<file path="src/rtl/multicycle_control_unit_if.sv">
// Handshake and control bundle between the multi-cycle control FSM and the LEGv8 datapath.
// master = control unit side, slave = datapath/memory side.
interface multicycle_control_unit_if #(
   parameter int unsigned INSTR_W = 32,
   parameter int unsigned CNT_W   = 16
) ();

   logic [INSTR_W-1:0] instr;
   logic               imem_ready;
   logic               dmem_ready;
   logic               imem_req;
   logic               ir_write;
   logic               pc_write;
   logic               reg_write;
   logic               mem_read;
   logic               mem_write;
   logic               mem2reg;
   logic               ALUSrc;
   logic [2:0]         alu_op;
   logic               illegal;
   logic [2:0]         state;
   logic [CNT_W-1:0]   retired_cnt;

   modport master (
      input  instr, imem_ready, dmem_ready,
      output imem_req, ir_write, pc_write, reg_write, mem_read, mem_write, mem2reg,
             ALUSrc, alu_op, illegal, state, retired_cnt
   );

   modport slave (
      output instr, imem_ready, dmem_ready,
      input  imem_req, ir_write, pc_write, reg_write, mem_read, mem_write, mem2reg,
             ALUSrc, alu_op, illegal, state, retired_cnt
   );

endinterface

</file>
<file path="src/rtl/multicycle_control_unit.sv">
// Multi-cycle LEGv8 control FSM: FETCH/DECODE/EXEC/MEM/WB sequencing with memory handshakes,
// data-memory timeout, illegal-opcode detection and a retired-instruction counter.
module multicycle_control_unit #(
   parameter int unsigned INSTR_W     = 32,
   parameter int unsigned OPC_W       = 11,
   parameter int unsigned MEM_TIMEOUT = 15,
   parameter int unsigned CNT_W       = 16
) (
   input  logic                          clk,
   input  logic                          rst_n,
   multicycle_control_unit_if.master     bus
);

   localparam int unsigned WAIT_W = $clog2(MEM_TIMEOUT + 1);

   localparam logic [OPC_W-1:0] OPC_STUR = OPC_W'(11'h7C0);
   localparam logic [OPC_W-1:0] OPC_LDUR = OPC_W'(11'h7C2);
   localparam logic [OPC_W-1:0] OPC_AND  = OPC_W'(11'h450);
   localparam logic [OPC_W-1:0] OPC_ADD  = OPC_W'(11'h458);
   localparam logic [OPC_W-1:0] OPC_ORR  = OPC_W'(11'h550);
   localparam logic [OPC_W-1:0] OPC_SUB  = OPC_W'(11'h658);
   localparam logic [OPC_W-1:0] OPC_MOVK = OPC_W'(11'h794);

   typedef enum logic [2:0] {
      StFetch  = 3'd0,
      StDecode = 3'd1,
      StExec   = 3'd2,
      StMem    = 3'd3,
      StWb     = 3'd4
   } state_e;

   state_e             state_q, state_d;
   logic [OPC_W-1:0]   opc_q, opc_d;
   logic [WAIT_W-1:0]  wait_q, wait_d;
   logic [CNT_W-1:0]   cnt_q, cnt_d;

   logic [OPC_W-1:0]   opc_in;
   logic               unused_instr;
   logic               is_ldur, is_stur, is_legal, timeout, retire;
   logic [2:0]         alu_sel;

   assign opc_in       = bus.instr[INSTR_W-1 -: OPC_W];
   assign unused_instr = ^bus.instr;

   assign is_ldur  = (opc_q == OPC_LDUR);
   assign is_stur  = (opc_q == OPC_STUR);
   assign is_legal = is_ldur || is_stur || (opc_q == OPC_AND) || (opc_q == OPC_ADD) ||
                     (opc_q == OPC_ORR) || (opc_q == OPC_SUB) || (opc_q == OPC_MOVK);
   // Abort on the cycle whose increment would bring the wait count to MEM_TIMEOUT.
   assign timeout  = (wait_q == WAIT_W'(MEM_TIMEOUT - 1));

   always_comb begin
      alu_sel = 3'b000;
      if (opc_q == OPC_SUB)       alu_sel = 3'b001;
      else if (opc_q == OPC_AND)  alu_sel = 3'b010;
      else if (opc_q == OPC_ORR)  alu_sel = 3'b011;
      else if (opc_q == OPC_MOVK) alu_sel = 3'b100;
   end

   always_ff @(posedge clk or negedge rst_n) begin
      if (!rst_n) begin
         state_q <= StFetch;
         opc_q   <= '0;
         wait_q  <= '0;
         cnt_q   <= '0;
      end else begin
         state_q <= state_d;
         opc_q   <= opc_d;
         wait_q  <= wait_d;
         cnt_q   <= cnt_d;
      end
   end

   always_comb begin
      state_d = state_q;
      opc_d   = opc_q;
      wait_d  = wait_q;
      retire  = 1'b0;
      unique case (state_q)
         StFetch: begin
            if (bus.imem_ready) begin
               opc_d   = opc_in;
               state_d = StDecode;
            end
         end
         StDecode: state_d = is_legal ? StExec : StFetch;
         StExec: begin
            if (is_ldur || is_stur) begin
               state_d = StMem;
               wait_d  = '0;
            end else begin
               state_d = StWb;
            end
         end
         StMem: begin
            if (bus.dmem_ready) begin
               if (is_ldur) begin
                  state_d = StWb;
               end else begin
                  state_d = StFetch;
                  retire  = 1'b1;
               end
            end else if (timeout) begin
               state_d = StFetch;
            end else begin
               wait_d = wait_q + 1'b1;
            end
         end
         StWb: begin
            state_d = StFetch;
            retire  = 1'b1;
         end
         default: state_d = StFetch;
      endcase
      cnt_d = retire ? cnt_q + 1'b1 : cnt_q;
   end

   always_comb begin
      bus.imem_req  = 1'b0;
      bus.ir_write  = 1'b0;
      bus.pc_write  = 1'b0;
      bus.reg_write = 1'b0;
      bus.mem_read  = 1'b0;
      bus.mem_write = 1'b0;
      bus.mem2reg   = 1'b0;
      bus.ALUSrc    = 1'b0;
      bus.alu_op    = 3'b000;
      bus.illegal   = 1'b0;
      unique case (state_q)
         StFetch: begin
            // Held low while in reset so every output reads 0 during rst_n.
            bus.imem_req = rst_n;
            bus.ir_write = rst_n & bus.imem_ready;
         end
         StDecode: begin
            bus.illegal  = ~is_legal;
            bus.pc_write = ~is_legal;
         end
         StExec: begin
            bus.alu_op  = alu_sel;
            bus.ALUSrc  = is_ldur || is_stur || (opc_q == OPC_MOVK);
            bus.mem2reg = ~is_ldur;
         end
         StMem: begin
            bus.alu_op    = alu_sel;
            bus.ALUSrc    = 1'b1;
            bus.mem2reg   = ~is_ldur;
            bus.mem_read  = is_ldur;
            bus.mem_write = is_stur;
            bus.illegal   = ~bus.dmem_ready & timeout;
            bus.pc_write  = bus.dmem_ready ? is_stur : timeout;
         end
         StWb: begin
            bus.reg_write = 1'b1;
            bus.pc_write  = 1'b1;
            bus.mem2reg   = ~is_ldur;
         end
         default: ;
      endcase
   end

   assign bus.state       = state_q;
   assign bus.retired_cnt = cnt_q;

endmodule

</file>
<file path="src/flat_wrapper.sv">
// flat-port wrapper written by rule: the top's interface ports become plain ports
module multicycle_control_unit_flat 
#(
   parameter int unsigned INSTR_W     = 32,
   parameter int unsigned OPC_W       = 11,
   parameter int unsigned MEM_TIMEOUT = 15,
   parameter int unsigned CNT_W       = 16
)
  (clk, rst_n, bus_instr, bus_imem_ready, bus_dmem_ready, bus_imem_req, bus_ir_write, bus_pc_write, bus_reg_write, bus_mem_read, bus_mem_write, bus_mem2reg, bus_ALUSrc, bus_alu_op, bus_illegal, bus_state, bus_retired_cnt);
  multicycle_control_unit_if #(.INSTR_W(INSTR_W), .CNT_W(CNT_W)) bus_i ();
  input  logic clk;
  input  logic rst_n;
  input wire logic [$bits(bus_i.instr)-1:0] bus_instr;
  input wire logic [$bits(bus_i.imem_ready)-1:0] bus_imem_ready;
  input wire logic [$bits(bus_i.dmem_ready)-1:0] bus_dmem_ready;
  output wire logic [$bits(bus_i.imem_req)-1:0] bus_imem_req;
  output wire logic [$bits(bus_i.ir_write)-1:0] bus_ir_write;
  output wire logic [$bits(bus_i.pc_write)-1:0] bus_pc_write;
  output wire logic [$bits(bus_i.reg_write)-1:0] bus_reg_write;
  output wire logic [$bits(bus_i.mem_read)-1:0] bus_mem_read;
  output wire logic [$bits(bus_i.mem_write)-1:0] bus_mem_write;
  output wire logic [$bits(bus_i.mem2reg)-1:0] bus_mem2reg;
  output wire logic [$bits(bus_i.ALUSrc)-1:0] bus_ALUSrc;
  output wire logic [$bits(bus_i.alu_op)-1:0] bus_alu_op;
  output wire logic [$bits(bus_i.illegal)-1:0] bus_illegal;
  output wire logic [$bits(bus_i.state)-1:0] bus_state;
  output wire logic [$bits(bus_i.retired_cnt)-1:0] bus_retired_cnt;
  assign bus_i.instr = bus_instr;
  assign bus_i.imem_ready = bus_imem_ready;
  assign bus_i.dmem_ready = bus_dmem_ready;
  assign bus_imem_req = bus_i.imem_req;
  assign bus_ir_write = bus_i.ir_write;
  assign bus_pc_write = bus_i.pc_write;
  assign bus_reg_write = bus_i.reg_write;
  assign bus_mem_read = bus_i.mem_read;
  assign bus_mem_write = bus_i.mem_write;
  assign bus_mem2reg = bus_i.mem2reg;
  assign bus_ALUSrc = bus_i.ALUSrc;
  assign bus_alu_op = bus_i.alu_op;
  assign bus_illegal = bus_i.illegal;
  assign bus_state = bus_i.state;
  assign bus_retired_cnt = bus_i.retired_cnt;
  multicycle_control_unit #(.INSTR_W(INSTR_W), .OPC_W(OPC_W), .MEM_TIMEOUT(MEM_TIMEOUT), .CNT_W(CNT_W)) u_core (.clk(clk), .rst_n(rst_n), .bus(bus_i));
endmodule
</file>
<file path="config.mk">
export PLATFORM = sky130hd
export DESIGN_NAME = multicycle_control_unit_flat
export DESIGN_NICKNAME = d
export VERILOG_FILES = /design/src/rtl/multicycle_control_unit_if.sv /design/src/rtl/multicycle_control_unit.sv /design/src/flat_wrapper.sv
export SDC_FILE = /design/constraint.sdc
export NUM_CORES = 1
export LEC_CHECK = 0
export CAP_MARGIN = 0
export CORE_AREA = 10 10 74 76
export CTS_CLUSTER_SIZE = 28
export DETAILED_ROUTE_END_ITERATION = 8
export DIE_AREA = 0 0 84 86
export PLACE_DENSITY = 0.92
export SLEW_MARGIN = 10
export SYNTH_ARGS = -nofsm -noshare
export SYNTH_HDL_FRONTEND = slang
export SYNTH_SLANG_ARGS = --single-unit
export TNS_END_PERCENT = 20
</file>
<file path="constraint.sdc">
create_clock -name clk -period 3.3 [get_ports clk]
set_input_delay 0.66 -clock clk [delete_from_list [all_inputs] [get_ports clk]]
set_output_delay 0.66 -clock clk [all_outputs]
set_load 0.05 [all_outputs]
</file>
[After elaboration in Yosys (flattened, before gate mapping)]
Index checks and enable logic that the tools add are counted.
Storage, ports and cells
  register bits: 34
  bits of input ports: 36
  output and inout port bits: 31
  logic and storage cells: 71
Operators by class
  $add $sub $neg: 2
  equality and inequality tests: 17
  mux-type cells: 29
  bitwise operators: 5
  reductions and logical operators: 14
Operator list (count)
  $eq A11 B11 Y1 const B: 7
  $mux W3: 10
  $add A16 B1 Y16 const B: 1
  $mux W4: 3
  $pmux W3 S4: 1
  $mux W1: 9
  $pmux W4 S2: 1
  $logic_or A1 B1 Y1: 7
  $eq A3 B2 Y1 const B: 2
  $ne A2 B2 Y1 const B: 3
  $pmux W1 S2: 3
  $add A4 B1 Y4 const B: 1
  $eq A4 B4 Y1 const B: 1
  $reduce_and A2 Y1: 2
  $reduce_and A4 Y1: 1
  $eq A3 B1 Y1 const B: 1
  $eq A3 B3 Y1 const B: 1
  $logic_not A3 Y1: 1
  $ne A3 B2 Y1 const B: 1
  $not A1 Y1: 3
  $pmux W1 S3: 1
  $reduce_or A3 Y1: 1
  $and A1 B1 Y1: 2
  $mux W2: 1
  other kinds (3): 3

[Logic depth before layout (Yosys ltp)]
Gate-level depths: netlist (run 1).
  depth in word-level cells: 9
  mapped depth: 6

[Worst setup path after synthesis (run 1)]
Ideal clock, no wire load.
  kind: flip-flop to output port
  start: reg u_core.state_q[0] (netlist: u_core.bus.state[0])
  end: out bus_mem2reg
  arrival: 2.568 ns
  data required time: 2.640 ns
  path slack: 0.072 ns
  cell stages (with the launch flop): 6
  cell sequence: dfrtp_1 clkbuf_1 nor3_2 buf_2 a21oi_1 a21oi_1
Between the ends
  cells in the longest elaborated chain, start to end: 3
  elaborated cells between the ends (all ways): 5
Ends and longest elaborated chain
  start, declared: RTL line multicycle_control_unit.sv:32  | state_e state_q, state_d;
  start signal, assigned: RTL line multicycle_control_unit.sv:62  | state_q <= StFetch;
  start signal, assigned: RTL line multicycle_control_unit.sv:67  | state_q <= state_d;
  $eq A3 B3 Y1 or $eq A3 B2 Y1 (tied branches): RTL line multicycle_control_unit.sv:129  | unique case (state_q)
  $reduce_or A3 Y1 (no source line) *
  $mux W1 *
  end, declared: RTL line flat_wrapper.sv:22  | output wire logic [$bits(bus_i.mem2reg)-1:0] bus_mem2reg;
Mark *: on every way between the ends. The rest lies on a longest branch, timed or not.

[Final worst setup path (run 1)]
  start: reg u_core.opc_q[2]
  end: out bus_ALUSrc
Between the ends
  cells in the longest elaborated chain, start to end: 4
  elaborated cells between the ends (all ways): 6
Ends and longest elaborated chain
  start, declared: RTL line multicycle_control_unit.sv:33  | logic [OPC_W-1:0] opc_q, opc_d;
  start signal, assigned: RTL line multicycle_control_unit.sv:68  | opc_q <= opc_d;
  $eq A11 B11 Y1 (on tied branches): RTL line multicycle_control_unit.sv:45, multicycle_control_unit.sv:46
  $logic_or A1 B1 Y1: RTL line multicycle_control_unit.sv:141  | bus.ALUSrc = is_ldur || is_stur || (opc_q == OPC_MOVK);
  $logic_or A1 B1 Y1 *: RTL line multicycle_control_unit.sv:141
  $pmux W1 S2 *: RTL line multicycle_control_unit.sv:129
  end, declared: RTL line flat_wrapper.sv:23  | output wire logic [$bits(bus_i.ALUSrc)-1:0] bus_ALUSrc;
Marked as above.

==> impl_results.md, run 1 <==
- Status: finished, final reports clean
- Largest net degree at the start of global routing: 32
- RSZ-0062 raised after global routing: no
- Leakage: 1.04 nW
- Netlist cell types: 43
- Core Footprint: 3970 µm²
- Crit Path Max Fanout: 5
- Met2 Use GR: 0.197
- Clk_skew: 10.9 ps
- Met3 usage: 0.0605
- Dominant cell type by area after synthesis: dfrtp_1
- Placed Cells: 263
- Min cycle time layout: 3090 ps
- Routability Congestion: 0.871
- Most common cell after layout, fill and taps aside: clkdlybuf4s50_1
- Synth warnings: 0
- Vias per cell: 5.52
- Commonest non-fill, non-tap cells in the layout: 37 x clkdlybuf4s50_1, 34 x dfrtp_1, 15 x xnor2_1
- Tcrit/Tclk final: 0.935
- Synth Register Bits: 34
- Vias in the first global route: 1536
- Average wire per standard cell: 16.5 µm
- Layout Cells excl Fill: 271
- Register area share after synthesis: 0.454
- Mean Syn Cell Area: 10.8 µm²
- Crit path DAT: 2430 ps
- Share of post-route cells with drive strength above 1: 0.172
- First-pass DRT Iterations: 4
- Layout area overhead: 32.0%
- Clock transition at path regs: 70 ps
- # DRC: 0
- Worst setup EP type: output pin
- Slowest cell delay on critical path: 820 ps
- Final Hold Viols: 0
- Synth Cell Area: 1870 µm²
- # port buffers: 45
- Mapped Nets: 212
- First-pass GRT wire length: 7340 µm
- I/O pin count: 67
- Setup Crit Path Kind: reg -> out
- Pwr dens: 377 nW/µm²
- Setup Viol. Count Final: 0
- Die area: 7220 µm²
- Initial core utilization: 0.472
- Fill cell count: 342
- Final worst slack: 213 ps
- GRT Util Overall: 0.123
- Gr busiest metal: met2
- Synthesized instance count: 173
- Setup WS pre-CTS: 337 ps
- CTS tree: yes
- Hold_buf cts: 0
- GRT Residual Overflow: 0
- Fin util: 0.623
- Clk sink count: 34
- Die Height: 86 µm
- Crit path cell chain: or3b_1 > a211oi_1 > nor2_1 > nor2_1 > clkdlybuf4s50_1
- Min Hold Slack: 481 ps
- Post-synth EDFFs: 0
- Ys flop type: dfrtp_1
- 1st-iter DRT viols: 90
- Synth top area share: 0.454
- Worst skew pair latency: 290 ps
- # diodes: 0
- Nets: 259
- Synth async-reset ratio: 1.00
- Critical Path RT: 2640 ps
- H-tree Lvls: 2
- Initial antenna violation count: 0
- Hold WC Path Type: reg -> reg
- Slew HR: 0.455
- Post CTS Setup Buffer Count: 0
- Met1 Use GR: 0.141
- Worst slew pin tran: 811 ps
- CP dominant cell by count: nor2_1
- Post-DP HPWL: 3350 µm
- CP Launch Type: flop
- Bufs on Longest Clock Path: 2
- Placed cell areas: 2380 µm²
- Peak supply drop: 342 µV
- Slowest cell on crit path: clkdlybuf4s50_1
- Post-route ant nets: 0
- Row count: 23
- Max Cap Viol: 0
- Synth area leaders: dfrtp_1 45%, xnor2_1 7.0%, mux2_2 6.6%
- Wirelength, routed: 4480 µm
- Total CTS buffers: 5
- Post-route cell area: 2470 µm²
- Pwr Total: 0.932 mW
- Die W: 84 µm
- Final slew viol count: 0
- Vias: 1496
- Fin Setup TNS: 0 ps
- Max Fclk: 324 MHz
- Clock root cell: clkbuf_8
==> timing repair <==
item / in CTS / in global routing
gates resized for setup: 0 / 2
endpoints found under the setup margin: 0 / 2
endpoints found under the hold margin: 0 / 0
==> cell usage after synthesis, drive strengths merged, types with 4 or more instances <==
cell	instances
nand2	5
nor2	12
or3b	4
a21oi	5
o21ai	9
nor4	4
nand3b	4
dfrtp	34
and2	4
nand3	6
xnor2	15
nor3	7
and3	5
o2111ai	6
buf	5
inv	5
mux2	13
==> cell type report <==
type / count / area (µm²) / area share
multi-input cells: 126 / 961 / 0.389
flip-flops and latches: 34 / 851 / 0.344
repair buffers: 48 / 488 / 0.197
clock buffers: 7 / 86.3 / 0.0349
well taps: 50 / 62.6 / 0.0253
inverters: 5 / 18.8 / 0.00759
clock inverters: 1 / 5.00 / 0.00202
==> state kept, by name, indices dropped and copies added, names as in the netlist <==
register,flops
u_core.opc_q,11
u_core.wait_q,4
u_core.bus.retired_cnt,16
u_core.bus.state,3
==> routing by layer <==
| layer | vias to the layer above | part of all wire |
|---|---|---|
| li1 | 721 | - |
| met3 | 3 | 0.081 |
| met2 | 43 | 0.46 |
| met1 | 729 | 0.44 |
| met4 | 0 | 0.011 |
| met5 | - | 0 |
==> worst paths after layout <==
check	startpoint	end	slack, ps	cells past startpoint
hold / removal	u_core.bus.retired_cnt[15]	u_core.bus.retired_cnt[15]	480	1
setup / recovery	u_core.opc_q[2]	bus_ALUSrc	210	5
min in group asynchronous	rst_n	u_core.bus.retired_cnt[9]	600	1
hold reg to reg	u_core.bus.retired_cnt[15]	u_core.bus.retired_cnt[15]	480	1
max in group asynchronous	rst_n	u_core.bus.retired_cnt[4]	2010	2
setup reg to reg	u_core.opc_q[3]	u_core.bus.retired_cnt[1]	1260	5
==> worst max-delay path, delay by kind of cell, from the launching register on <==
kind                   cells  cell delay, ps
AOI/OAI and AO/OA          1             250
DFF                        1             420
and+or+nand+nor            3             650
buffers and inverters      1             820
==> logic make-up after synthesis <==
| kind of cell | share of synthesized area |
|---|---|
| AND/OR/NAND/NOR | 0.206 |
| flip-flops | 0.454 |
| AO/OA/AOI/OAI | 0.124 |
| XOR/XNOR | 0.0795 |
| multiplexers | 0.0835 |
| buffers and inverters | 0.0327 |
| adder cells (fa/ha/maj) | 0.0200 |
==> power breakdown <==
group	leakage, nW	internal, mW	switching [mW]
Clock	0.0482	0.168	0.150
Sequential	0.446	0.442	0.0308
Combinational	0.544	0.0698	0.0709
(Power assumes the default switching activity.)
==> run 2: changes to the inputs <==
- CORE_AREA: 10 10 74 76 -> 10 10 73 75
- DIE_AREA: 0 0 84 86 -> 0 0 83 85
- DONT_BUFFER_PORTS: not set -> 1
- PLACE_DENSITY: 0.92 -> 0.72
==> impl_results.md, run 2 (synthesis gave the netlist of run 1 again) <==
- Status: finished, final reports clean
- Setup Crit Path Kind: reg -> out
- Worst skew pair latency: 280 ps (about the same)
- GRT Residual Overflow: 0 (unchanged)
- Die area: 7060 µm² (-2.3%)
- Vias per cell: 5.86 (+6.1%)
- Seq pwr share: 0.550 (+0.043)
- Met3 usage: 0.0593 (-0.00128)
- Hold WC Path Type: in -> async
- Average wire per standard cell: 17.8 µm (+7.8%)
- Crit path cell chain: nand4b_1 > nor3_2 > and3_1
- Tcrit/Tclk final: 0.840 (-0.0954)
- Min cycle time layout: 2770 ps (-315 ps)
- Max Cap Viol: 0 (unchanged)
- Clk pwr share: 0.355 (+0.013)
- Total CTS buffers: 5 (unchanged)
- Clock transition at path regs: 70 ps (about the same)
- Slew HR: 0.442 (-0.0131)
- Bufs on Longest Clock Path: 2 (unchanged)
- I/O pin count: 67 (unchanged)
- Gr busiest metal: met2
- Leakage: 0.852 nW (-18%)
- Critical path's top delay family: simple AND/OR/NAND/NOR gates
- 1st-iter DRT viols: 99 (+10%)
- Met2 Use GR: 0.195 (-0.00199)
- Nets: 220 (-15%)
- Wirelength, routed: 4140 µm (-7.7%)
- GRT Util Overall: 0.118 (-0.00438)
- Buf/Inv on CP: 0 (-1)
- # DRC: 0 (unchanged)
- CP Launch Type: flop
- Post-DP HPWL: 3210 µm (-4.2%)
- Worst slew pin tran: 838 ps (+27.1 ps)
- Fin Setup TNS: 0 ps (unchanged)
- CTS tree: yes
- Routability Congestion: 0.796 (-8.6%)
- Min Hold Slack: 64.3 ps (-417 ps)
- Comb power frac: 0.096 (-0.055)
- Commonest non-fill, non-tap cells in the layout: 34 x dfrtp_1, 15 x xnor2_1, 12 x nor2_1
- Post-route ant nets: 0 (unchanged)
- Clk sink count: 34 (unchanged)
- Die W: 83 µm (-1.2%)
- RSZ-0062 raised after global routing: no
- Vias: 1359 (-9.2%)
- Clock root cell: clkbuf_8
- Core Footprint: 3910 µm² (-1.4%)
- Die Height: 85 µm (-1.2%)
- Hold_buf cts: 0 (unchanged)
- Initial core utilization: 0.479 (+0.00694)
- Largest net degree at the start of global routing: 37 (+16%)
- # port buffers: 0 (-100%)
- H-tree Lvls: 2 (unchanged)
- Post CTS Setup Buffer Count: 0 (unchanged)
- Pwr dens: 429 nW/µm² (+14%)
- Fill cell count: 357 (+4.4%)
- Vias in the first global route: 1386 (-9.8%)
- Crit path DAT: 2110 ps (-320 ps)
- Slowest cell delay on critical path: 550 ps (-270 ps)
- Crit Path Max Fanout: 7 (+2)
- Most common cell after layout, fill and taps aside: dfrtp_1
- Row count: 23 (unchanged)
- Final slew viol count: 0 (unchanged)
- Slowest cell on crit path: and3_1
- Final Hold Viols: 0 (unchanged)
- Post-CTS sizing: 0 (unchanged)
- Setup Viol. Count Final: 0 (unchanged)
- Layout area overhead: 10.2%
- Clk_skew: 2.64 ps (-8.28 ps)
- Share of post-route cells with drive strength above 1: 0.214 (+0.0423)
- # diodes: 0 (unchanged)
- Peak supply drop: 342 µV (about the same)
- Max Fclk: 361 MHz (+11%)
- Critical Path RT: 2640 ps (about the same)
- Worst setup EP type: output pin
- Met1 Use GR: 0.136 (-0.00527)
- First-pass DRT Iterations: 4 (unchanged)
- Number of flip-flops in the largest register: 16 (unchanged)
- Sw power: 0.235 mW (-6.9%)
- Int Pwr: 0.652 mW (-4.1%)
- Sw Share: 0.265 (-0.00568)
- First-pass GRT wire length: 6970 µm (-5.1%)
- Initial antenna violation count: 0 (unchanged)
-- run 2: cell types whose count changed in the layout (fill, tap and decap cells not counted), moves of 2 or more --
cell             before  now
buf_12                2    0
dlymetal6s2s_1        2    0
clkdlybuf4s50_1      37    0
buf_4                 7    9
-- run 2: power groups by stage --
stage / Sequential [mW] / Combinational [mW] / Clock, mW
6_report: 0.487 / 0.0847 / 0.314
3_5_place_dp: 0.496 / 0.0853 / 0
5_1_grt: 0.493 / 0.0926 / 0.349
3_3_place_gp: 0.493 / 0.0806 / 0
4_1_cts: 0.487 / 0.0856 / 0.325
2_1_floorplan: 0.482 / 0.0783 / 0
-- run 2: final cells by class --
type,instances,area (µm²),share of cell area
Inverter,5,18.8,0.00909
Sequential cell,34,851,0.412
Timing Repair Buffer,9,67.6,0.0327
Clock buffer,7,86.3,0.0418
Multi-Input combinational cell,126,973,0.472
Clock inverter,1,5.00,0.00242
Tap cell,50,62.6,0.0303
-- run 2: stage by stage --
stage                util  setup slack, ps  std cells  area [µm²]  power, mW
global placement    0.504              895        224        1970      0.573
finish              0.527              528        232        2060      0.887
floorplan               -             72.0        173        1870      0.560
global route        0.527              360        232        2060      0.934
detailed placement  0.504              840        224        1970      0.581
CTS                 0.527              524        232        2060      0.898
-- run 2: path summary, 6_finish.rpt --
path / start / end / slack, ps / cells past startpoint
max in group asynchronous: rst_n / u_core.bus.retired_cnt[5] / 3160 / 0
min in group clk: u_core.opc_q[0] / u_core.opc_q[0] / 510 / 1
max: u_core.opc_q[3] / bus_mem_read / 530 / 3
min reg2reg: u_core.opc_q[0] / u_core.opc_q[0] / 510 / 1
min: rst_n / u_core.bus.retired_cnt[15] / 60 / 0
max reg2reg: u_core.bus.state[1] / u_core.wait_q[0] / 1040 / 4
-- run 2: metal layers --
layer	part of all wire	wire length, µm	vias up
li1	-	-	643
met1	0.39	1600	652
met2	0.50	2060	58
met3	0.11	449	6
met4	0.0056	23	0
met5	0	0	-
==> run 3: changes to the inputs <==
- clock period: 3.3 -> 2.7 ns (I/O delays scaled with it)
==> impl_results.md, run 3 (synthesis gave the netlist of run 1 again) <==
- Min cycle time layout: 2590 ps
- Total CTS buffers: 5 (unchanged)
- Peak supply drop: 339 µV (-0.82%)
- Routability Congestion: 0.791 (-0.62%)
- CP Launch Type: flop
- Storage element area: 851 µm² (unchanged)
- Most common cell after layout, fill and taps aside: dfrtp_1
- I/O pin count: 67 (unchanged)
- Min Hold Slack: 92.1 ps (+27.8 ps)
- Clk sink count: 34 (unchanged)
- Core Footprint: 3910 µm² (unchanged)
- Final Hold Viols: 0 (unchanged)
- Row count: 23 (unchanged)
- Register-to-Register Path Depth: 4 (unchanged)
- Average wire per standard cell: 17.8 µm (-0.45%)
- Crit path DAT: 2050 ps (-60 ps)
- Crit Path Max Fanout: 7 (unchanged)
- # diodes: 0 (unchanged)
- Largest net degree at the start of global routing: 35 (-5.4%)
- Placed cell areas: 2090 µm² (+5.9%)
- Vias in the first global route: 1493 (+7.7%)
- GRT Residual Overflow: 0 (unchanged)
- Multi-input logic area: 977 µm² (+0.39%)
- Sw power: 0.283 mW (+21%)
- Setup Viol. Count Final: 0 (unchanged)
- Clk_skew: 3.67 ps (+1.02 ps)
- # DRC: 0 (unchanged)
- Tcrit/Tclk final: 0.960
- Sw Share: 0.263 (-0.00173)
- Final worst slack: 107 ps (-421 ps)
- Setup WS pre-CTS: 398 ps (-443 ps)
- RSZ-0062 raised after global routing: no
- Post-route ant nets: 0 (unchanged)
- Reg-to-reg slack, setup: 620 ps (-420 ps)
- Seq pwr share: 0.551 (about the same)
- Share of post-route cells with drive strength above 1: 0.281 (+0.0663)
- Status: finished, final reports clean
- Die area: 7060 µm² (unchanged)
- Layout Cells excl Fill: 246 (+6.0%)
- Max Cap Viol: 0 (unchanged)
- Clock root cell: clkbuf_8
- Pwr dens: 491 nW/µm² (+14%)
- Critical Path RT: 2160 ps (-480 ps)
- Bufs on Longest Clock Path: 2 (unchanged)
- Leakage: 0.936 nW (+9.8%)
- Post-route cell area: 2190 µm² (+6.2%)
- Clk pwr share: 0.334 (-0.021)
- Wirelength, routed: 4370 µm (+5.6%)
- Comb power frac: 0.114 (+0.018)
- Vias per cell: 5.67 (-3.3%)
- Fin util: 0.560 (+0.0326)
- Initial core utilization: 0.479 (unchanged)
- GRT Util Overall: 0.126 (+0.00804)
- 1st-iter DRT viols: 82 (-17%)
- Die W: 83 µm (unchanged)
- Max Fclk: 386 MHz
- Number of flip-flops in the largest register: 16 (unchanged)
- Worst skew pair latency: 280 ps (about the same)
- Commonest non-fill, non-tap cells in the layout: 34 x dfrtp_1, 24 x buf_4, 15 x xnor2_1
- Worst Setup EP: bus_pc_write
- RR Startpoint: u_core.opc_q[0]
- Post-DP HPWL: 3310 µm (+3.2%)
- Initial antenna violation count: 0 (unchanged)
- Int Pwr: 0.794 mW (+22%)
- Worst setup EP type: output pin
- Slew HR: 0.493 (+0.0514)
- Hold WC Path Type: in -> async
- Final slew viol count: 0 (unchanged)
- Vias: 1394 (+2.6%)
- Critical Path Start: u_core.opc_q[0]
- CTS tree: yes
- Post-CTS sizing: 0 (unchanged)
- Die Height: 85 µm (unchanged)
- Placed Cells: 239 (+6.7%)
- # port buffers: 0 (unchanged)
- Clock transition at path regs: 60 ps (about the same)
- Hold_buf cts: 1 (+1)
- Fill cell count: 360 (+0.84%)
- Reg-to-Reg End: u_core.bus.retired_cnt[1]
- Layout area overhead: 17.0%
- H-tree Lvls: 2 (unchanged)
- Post CTS Setup Buffer Count: 0 (unchanged)
- Nets: 236 (+7.3%)
- First-pass DRT Iterations: 4 (unchanged)
- First-pass GRT wire length: 7420 µm (+6.5%)
- Worst slew pin tran: 754 ps (-84.1 ps)
- Setup Crit Path Kind: reg -> out
run 3: cell types whose count changed in the layout (fill, tap and decap cells not counted), sizes merged:
cell,delta
clkinv,-1
buf,+16
clkbuf,-1
run 3: power by group through the flow:
stage	Clock [mW]	Sequential (mW)	Combinational, mW
4_1_cts	0.372	0.593	0.125
3_5_place_dp	0	0.602	0.111
3_3_place_gp	0	0.598	0.107
2_1_floorplan	0	0.589	0.0970
6_report	0.360	0.594	0.123
5_1_grt	0.392	0.599	0.135
run 3: per-layer routing:
layer / vias up / share of wire / track usage
met5: - / 0 / 0
met3: 2 / 0.071 / 0.0488
met1: 675 / 0.41 / 0.141
met4: 0 / 0.0062 / 0.0279
li1: 673 / - / -
met2: 44 / 0.51 / 0.223
run 3: cell type report:
cell class | instances | area share
Multi-Input combinational cell | 126 | 0.446
Sequential cell | 34 | 0.388
Timing Repair Buffer | 25 | 0.0913
Clock buffer | 6 | 0.0377
Tap cell | 50 | 0.0285
Inverter | 5 | 0.00856
run 3: critical path, cell delays in order, from the launching register on:
cell	delay [ps]
dfrtp_1	380
or3b_1	530
nor3_2	390
a31oi_1	170
o21ai_1	100
buf_4	210
run 3: worst min path at each step:
stage	start	end	slack, ps
CTS	rst_n	u_core.bus.retired_cnt[7]	90
detailed placement	rst_n	u_core.bus.state[2]	250
global placement	rst_n	u_core.bus.state[2]	250
global route	rst_n	u_core.bus.retired_cnt[3]	90
floorplan	rst_n	u_core.bus.retired_cnt[0]	240
finish	rst_n	u_core.wait_q[2]	90
run 3: per-stage QoR:
stage | TNS, ps | total power, mW
after floorplan | -333 | 0.686
after global placement | 0 | 0.705
after detailed placement | 0 | 0.713
after CTS | 0 | 1.09
after global routing | 0 | 1.13
final | 0 | 1.08
